## config.mk

```make
export PLATFORM = sky130hd
export DESIGN_NAME = cnn_layer_accel_result_packer
export DESIGN_NICKNAME = d
export VERILOG_FILES = /design/src/rtl/cnn_layer_accel_result_packer.sv
export SDC_FILE = /design/constraint.sdc
export NUM_CORES = 1
export LEC_CHECK = 0
export ABC_AREA = 1
export BUFFER_PORTS_ARGS = -buffer_cell sky130_fd_sc_hd__buf_2
export CAP_MARGIN = 20
export CORE_UTILIZATION = 53
export CTS_CLUSTER_DIAMETER = 60
export DETAILED_ROUTE_END_ITERATION = 7
export PLACE_DENSITY = 0.81
export SLEW_MARGIN = 0
export SYNTH_ARGS = -nofsm -noshare
export SYNTH_HDL_FRONTEND = slang
export SYNTH_SLANG_ARGS = --single-unit
```

## constraint.sdc

```tcl
create_clock -name clk_if -period 7.4 [get_ports clk_if]
set_input_delay 0 -clock clk_if [delete_from_list [all_inputs] [get_ports clk_if]]
set_output_delay 0 -clock clk_if [all_outputs]
set_load 0.02 [all_outputs]
```

## src/rtl/cnn_layer_accel_result_packer.sv

```systemverilog
`default_nettype none
// ============================================================================
//  Module      : cnn_layer_accel_result_packer
//  Description : Packs the 16-bit quad result stream into C_LANES-wide output
//                words (lane 0 = first result, little-endian), with keep mask,
//                last flag, per-job result counting, padding of the final
//                partial word and a job_done pulse.
//                Optional build macro CNL_RESULT_PACK_RELU_EN clamps negative
//                results to zero before they are packed.
//  Revision    : 1.0 - initial release
// ============================================================================
module cnn_layer_accel_result_packer #(
    parameter int C_LANES     = 8,
    parameter int C_CNT_WIDTH = 24
) (
    input  logic                     clk_if,
    input  logic                     rst,
    input  logic                     job_start,
    input  logic [C_CNT_WIDTH-1:0]   job_num_results,
    input  logic                     result_valid,
    output logic                     result_accept,
    input  logic [15:0]              result_data,
    output logic                     pack_valid,
    input  logic                     pack_ready,
    output logic [16*C_LANES-1:0]    pack_data,
    output logic [C_LANES-1:0]       pack_keep,
    output logic                     pack_last,
    output logic                     job_done
);

    // Lane counter must also hold C_LANES (a fully filled word parked as pending).
    localparam int LANE_W = $clog2(C_LANES) + 1;
    localparam int WORD_W = 16 * C_LANES;

    typedef enum logic [1:0] {
        S_IDLE = 2'd0,
        S_PACK = 2'd1,
        S_WAIT = 2'd2,
        S_DONE = 2'd3
    } state_t;

    state_t                 state_q, state_d;
    logic [WORD_W-1:0]      acc_q, acc_d;
    logic [LANE_W-1:0]      lane_cnt_q, lane_cnt_d;
    logic [C_CNT_WIDTH-1:0] remain_q, remain_d;
    logic                   pend_q, pend_d;
    logic                   pack_valid_q, pack_valid_d;
    logic [WORD_W-1:0]      pack_data_q, pack_data_d;
    logic [C_LANES-1:0]     pack_keep_q, pack_keep_d;
    logic                   pack_last_q, pack_last_d;

    logic [15:0]            lane_in;
    logic [WORD_W-1:0]      acc_new;
    logic                   slot_free;
    logic                   accept_fire;
    logic                   final_result;
    logic                   word_complete;
    logic [LANE_W-1:0]      lanes_filled;

    // Lane mask with the lowest 'filled' bits set.
    function automatic logic [C_LANES-1:0] keep_mask(input logic [LANE_W-1:0] filled);
        logic [C_LANES-1:0] m;
        for (int i = 0; i < C_LANES; i++) begin
            m[i] = (LANE_W'(i) < filled);
        end
        return m;
    endfunction

`ifdef CNL_RESULT_PACK_RELU_EN
    // Negative results are clamped to zero before packing.
    assign lane_in = result_data[15] ? 16'h0000 : result_data;
`else
    assign lane_in = result_data;
`endif

    assign result_accept = (state_q == S_PACK) && !pend_q;
    assign accept_fire   = result_valid && result_accept;
    assign slot_free     = !pack_valid_q || pack_ready;
    assign final_result  = (remain_q == C_CNT_WIDTH'(1));
    assign word_complete = (lane_cnt_q == LANE_W'(C_LANES - 1)) || final_result;
    assign lanes_filled  = lane_cnt_q + LANE_W'(1);

    assign pack_valid = pack_valid_q;
    assign pack_data  = pack_data_q;
    assign pack_keep  = pack_keep_q;
    assign pack_last  = pack_last_q;
    assign job_done   = (state_q == S_DONE);

    // Accumulator image with the incoming result dropped into the current lane.
    always_comb begin
        acc_new = acc_q;
        for (int i = 0; i < C_LANES; i++) begin
            if (lane_cnt_q == LANE_W'(i)) begin
                acc_new[i*16 +: 16] = lane_in;
            end
        end
    end

    // Next-state: job sequencing, lane filling, pending-word parking and output slot.
    always_comb begin
        state_d      = state_q;
        acc_d        = acc_q;
        lane_cnt_d   = lane_cnt_q;
        remain_d     = remain_q;
        pend_d       = pend_q;
        pack_valid_d = pack_valid_q;
        pack_data_d  = pack_data_q;
        pack_keep_d  = pack_keep_q;
        pack_last_d  = pack_last_q;

        // Handshake empties the slot; a load below in the same cycle overrides.
        if (pack_valid_q && pack_ready) begin
            pack_valid_d = 1'b0;
            pack_last_d  = 1'b0;
        end

        case (state_q)
            S_IDLE: begin
                if (job_start) begin
                    if (job_num_results != '0) begin
                        state_d  = S_PACK;
                        remain_d = job_num_results;
                    end else begin
                        state_d = S_DONE;
                    end
                end
            end
            S_WAIT: begin
                if (pack_valid_q && pack_ready && pack_last_q) begin
                    state_d = S_DONE;
                end
            end
            S_DONE: begin
                state_d = S_IDLE;
            end
            default: begin
            end
        endcase

        // A parked word moves out as soon as the slot frees. lane_cnt_q holds
        // its filled-lane count; remain has already reached zero if it is final.
        if (pend_q && slot_free) begin
            pack_valid_d = 1'b1;
            pack_data_d  = acc_q;
            pack_keep_d  = keep_mask(lane_cnt_q);
            pack_last_d  = (remain_q == '0);
            acc_d        = '0;
            lane_cnt_d   = '0;
            pend_d       = 1'b0;
        end

        // Accept never overlaps a pending move since accept requires !pend_q.
        if (accept_fire) begin
            remain_d = remain_q - C_CNT_WIDTH'(1);
            if (word_complete && slot_free) begin
                pack_valid_d = 1'b1;
                pack_data_d  = acc_new;
                pack_keep_d  = keep_mask(lanes_filled);
                pack_last_d  = final_result;
                acc_d        = '0;
                lane_cnt_d   = '0;
            end else begin
                acc_d      = acc_new;
                lane_cnt_d = lanes_filled;
                pend_d     = word_complete;
            end
            if (final_result) begin
                state_d = S_WAIT;
            end
        end
    end

    // State and datapath registers with asynchronous reset.
    always_ff @(posedge clk_if or posedge rst) begin
        if (rst) begin
            state_q      <= S_IDLE;
            acc_q        <= '0;
            lane_cnt_q   <= '0;
            remain_q     <= '0;
            pend_q       <= 1'b0;
            pack_valid_q <= 1'b0;
            pack_data_q  <= '0;
            pack_keep_q  <= '0;
            pack_last_q  <= 1'b0;
        end else begin
            state_q      <= state_d;
            acc_q        <= acc_d;
            lane_cnt_q   <= lane_cnt_d;
            remain_q     <= remain_d;
            pend_q       <= pend_d;
            pack_valid_q <= pack_valid_d;
            pack_data_q  <= pack_data_d;
            pack_keep_q  <= pack_keep_d;
            pack_last_q  <= pack_last_d;
        end
    end

endmodule
`default_nettype wire

```

=== After elaboration in Yosys (flattened, before gate mapping) ===
Index checks and enable logic that the tools add are counted.

* $add $sub $neg: 2
* Order comparisons: 16
* Eq/ne operators: 11
* Muxes and demuxes: 41
* Reductions and logical operators: 19

{| class="wikitable"
|+ Operators by type and width
! operator !! number
|-
| $mux 128 || 6
|-
| $mux 16 || 8
|-
| $mux 24 || 4
|-
| $lt 3x4->1 const A || 8
|-
| $eq 24x1->1 const B || 1
|-
| $logic_not 24->1 || 1
|-
| $mux 8 || 3
|-
| $reduce_bool 24->1 || 1
|-
| $sub 24x1->24 const B || 1
|-
| $eq 4x3->1 const B || 4
|-
| $lt 1x4->1 const A || 4
|-
| $lt 2x4->1 const A || 4
|-
| $mux 4 || 3
|-
| $mux 1 || 11
|-
| $mux 2 || 5
|-
| $eq 4x2->1 const B || 2
|-
| $reduce_bool 2->1 || 4
|-
| $logic_and 1x1->1 || 6
|-
| $pmux 2 s3 || 1
|-
| $add 4x1->4 const B || 1
|-
| $eq 2x2->1 const B || 2
|-
| $eq 4x1->1 const B || 1
|-
| $logic_not 4->1 || 1
|-
| $reduce_and 3->1 || 1
|-
| other kinds (4) || 6
|}

* Register bits after elaboration: 297
* Input port bits: 45
* Output and inout port bits: 140
* Word-level logic and storage cells: 98

=== Longest topological paths before layout ===
* Depth in word-level cells: 6
* Depth in mapped cells: 12
* Mapped depth without buffers: 11

=== Worst setup path before layout ===
Ideal clock, no wire load.

* Path type: register to register
* Start: register state_q[1]
* End: register pack_data_q[100], in the netlist pack_data[100]
* Arrival time: 1.735 ns
* Required time: 7.273 ns
* Slack: 5.539 ns
* Cell stages (with the launch flop): 10
* Path buffers: 3
* Period minus slack after synthesis: 1.861 ns
* Path through: dfrtp_1 > nor3_2 > nand2_1 > inv_2 > nand3_4 > buf_6 > buf_12 > buf_6 > nand2_2 > o21ai_2

* Cells in the longest elaborated chain, start to end: 4

{| class="wikitable"
|+ Ends and longest elaborated chain
! item !! RTL line !! source
|-
| start: declaration || 42 || <nowiki>state_t state_q, state_d;</nowiki>
|-
| start signal: assignment || 186 || <nowiki>state_q <= state_d;</nowiki>
|-
| $eq 2x1->1 || 76 || <nowiki>assign result_accept = (state_q == S_PACK) && !pend_q;</nowiki>
|-
| $logic_and 1x1->1 || 76 ||
|-
| via result_accept || 21 || <nowiki>output logic result_accept,</nowiki>
|-
| $logic_and 1x1->1 || 77 || <nowiki>assign accept_fire = result_valid && result_accept;</nowiki>
|-
| $mux 128 || 153 || <nowiki>if (accept_fire) begin</nowiki>
|-
| via pack_data_d[100] || 48 || <nowiki>logic [WORD_W-1:0] pack_data_q, pack_data_d;</nowiki>
|-
| end signal: assignment || 192 || <nowiki>pack_data_q <= pack_data_d;</nowiki>
|-
| end: declaration || 48 ||
|}

The timed path passes the listed nets, and every way through them passes these cells.
A chain may end at the register's enable or synchronous reset.

=== Final worst setup path ===
* Start: register state_q[0]
* End: register pack_data_q[56], in the netlist pack_data[56]

* Cells in the longest elaborated chain, start to end: 4

{| class="wikitable"
|+ Ends and longest elaborated chain
! item !! RTL line
|-
| $eq 2x1->1 || 76
|-
| $logic_and 1x1->1 || 76
|-
| $logic_and 1x1->1 || 77
|-
| $mux 128 || 153
|-
| via pack_data_d[56] || 48
|}

The timed path passes the listed nets, and every way through them passes these cells.

==> metrics.txt <==
Ys Warns=0; Area Growth Syn to Fin=15.7%; Post-Route WL=40,400 µm; Pins Over Slew Limit=0; core area=27,100 µm²; DR pass1 iterations=5; Final Hold Vio Count=0; CTS Buf Count=31; H-tree Lvls=1; Worst path max stage delay=1.00 ns; sequential cell area fraction in the yosys report=0.506; global placer's final weighted congestion=0.879; critical path type=flop to flop; clk_skew=0.00912 ns; Worst slew margin=0.257; worst min path class=primary input to flop; Die Y-Extent=168 µm; synthesized netlist cell count=1,832; R2R Setup Slk=3.96 ns; number of vias per cell=5.58; All-Layer GR Usage=0.283; number of clock sinks=297; critical path peak fanout=89; max_cap viols=0; Initial Util=0.542; CP required=7.87 ns; syn avg cell area=8.02 µm²; P_leak=8.62 nW; clk_lat worst skew=0.56 ns; TritonCTS clock tree=built; grt total ovfl=0; fin crit period=3.44 ns; nets=2,031; synthesis-stage register bit count=297; unique cell type count in the Yosys netlist=32; worst path arrival time=3.90 ns; initial antenna violation count=2; Root Driver=clkbuf_16; first-pass GRT wire length=64,600 µm; pin count of the biggest net entering global routing=172; cells along the critical path=inv_1 > nor3_2 > nand2_1 > buf_4 > inv_2 > nand3_4 > buf_4 > nand2_1 > o21ai_1; Clock Pin Slew Worst Setup and Hold Paths=0.06 ns; commonest non-fill, non-tap cell in the layout=nand2_1; synthesized cell area=14,700 µm²; Peak supply drop=0.226 mV; Worst-Margin Slew=1.11 ns; Critical Path End Type=flop; Iteration-0 DRC Markers=1,335; fmax=291 MHz; Die Wd=168 µm; Placed Cells=2,282; RSZ-0062 raised after global routing=false; status=finished, final reports clean; post-detailed-route wirelength per cell=17.0 µm; Fin Setup TNS=0 ns; fin cells=2,376; fin crit share=0.464; layout cell share with drive strength beyond 1=0.163; Synth Net Count=1,884; row count=60; DIE AREA=28,400 µm²; CTS Buffer Depth=3; HPWL after DPL=24,000 µm; # setup viols final=0; DRC viols=0; Via Count=13,300; post-CTS sizing=0; Setup crit start kind=flop; # port buffers=184; vias in the first global route=12,500; Pwr per Cell Area=427 nW/µm²; post-route ant nets=0; Ports=185; most frequent cells in the layout=nand2_1 (481), dfrtp_1 (297), o21ai_0 (296); Slowest-stage cell, CP=buf_4
-- registers in the layout (all words and copies together), names as in the netlist --
register / cells
acc_q: 128
pack_data: 128
remain_q: 24
pack_keep: 8
lane_cnt_q: 4
state_q: 2
pack_last: 1
pack_valid: 1
pend_q: 1
-- metrics by stage --
stage | total power, mW | hold WS, ns | worst slack (ns) | instance area [µm²] | utilization
after floorplan | 4.80 | 0.120 | 3.45 | 14700 | -
after global placement | 5.46 | 0.229 | 4.12 | 15500 | 0.574
after detailed placement | 5.60 | 0.237 | 4.03 | 15500 | 0.574
after CTS | 7.26 | 0.00649 | 3.98 | 16900 | 0.625
after global routing | 7.78 | 0.0246 | 3.64 | 17000 | 0.627
final | 7.26 | 0.0282 | 3.96 | 17000 | 0.627
-- power breakdown --
group / switching (mW) / internal, mW / leakage [nW]
sequential: 0.345 / 2.30 / 3.84
combinational: 1.97 / 1.03 / 4.25
clock: 0.652 / 0.964 / 0.533
-- critical path, delay by kind of cell, from the launching register on --
kind	cells	cell delay, ns
DFF	1	0.37
buffers and inverters	4	1.76
and+or+nand+nor	4	1.02
AOI/OAI and AO/OA	1	0.14
-- layout make-up --
type | instances | area [µm²]
fillers | 2289 | 10100
clock inverters | 17 | 191
repair buffers | 232 | 1410
clock buffers | 40 | 870
well taps | 372 | 465
inverters | 185 | 698
multi-input cells | 1232 | 5930
diodes | 1 | 2.50
flip-flops and latches | 297 | 7430
-- routing by layer --
layer	part of all wire	routed length, µm	track usage	up-vias
met4	0.035	1430	0.108	0
met1	0.41	16400	0.382	6263
met2	0.48	19500	0.466	536
met5	0	0	0	-
li1	-	-	-	6371
met3	0.076	3080	0.0376	96
-- worst paths after layout --
check                                    startpoint                        to  cells after the start
setup / recovery               state_q[0]$_DFF_PP0_   pack_data[56]$_DFF_PP0_                      9
setup reg to reg               state_q[0]$_DFF_PP0_   pack_data[56]$_DFF_PP0_                      9
hold / removal                       result_data[2]  pack_data[114]$_DFF_PP0_                      3
max in group asynchronous                       rst     acc_q[23]$_DFFE_PP0P_                      7
min in group asynchronous                       rst   pack_data[90]$_DFF_PP0_                      4
hold reg to reg            remain_q[16]$_DFFE_PP0P_  remain_q[16]$_DFFE_PP0P_                      2
-- cells by family after synthesis --
group	synth area share
buffers and inverters	0.0915
and+or+nand+nor	0.191
AOI/OAI and AO/OA	0.205
DFF	0.506
adders and majority gates	0.00596
xor gates and xnor gates	0.000596
-- Yosys cell counts (all sizes together) --
cell    instances  area (µm²)
a21boi          1        7.51
a21oi           6        30.0
buf            65         450
clkbuf         53         199
dfrtp         297        7430
ha              7        87.6
inv           185         694
nand2         517        2030
nand3          69         363
nand3b          2        15.0
nand4          13        81.3
nor2           66         263
nor3            7        40.0
o21ai         409        2140
o21bai          1        7.51
o22ai         131         820
or2             2        12.5
xnor2           1        8.76
-- what timing repair did --
action | CTS | global route
hold buffers | 32 | 1
setup buffers | 0 | 0
hold endpoints to repair | 83 | 4
(Power assumes the default switching activity.)
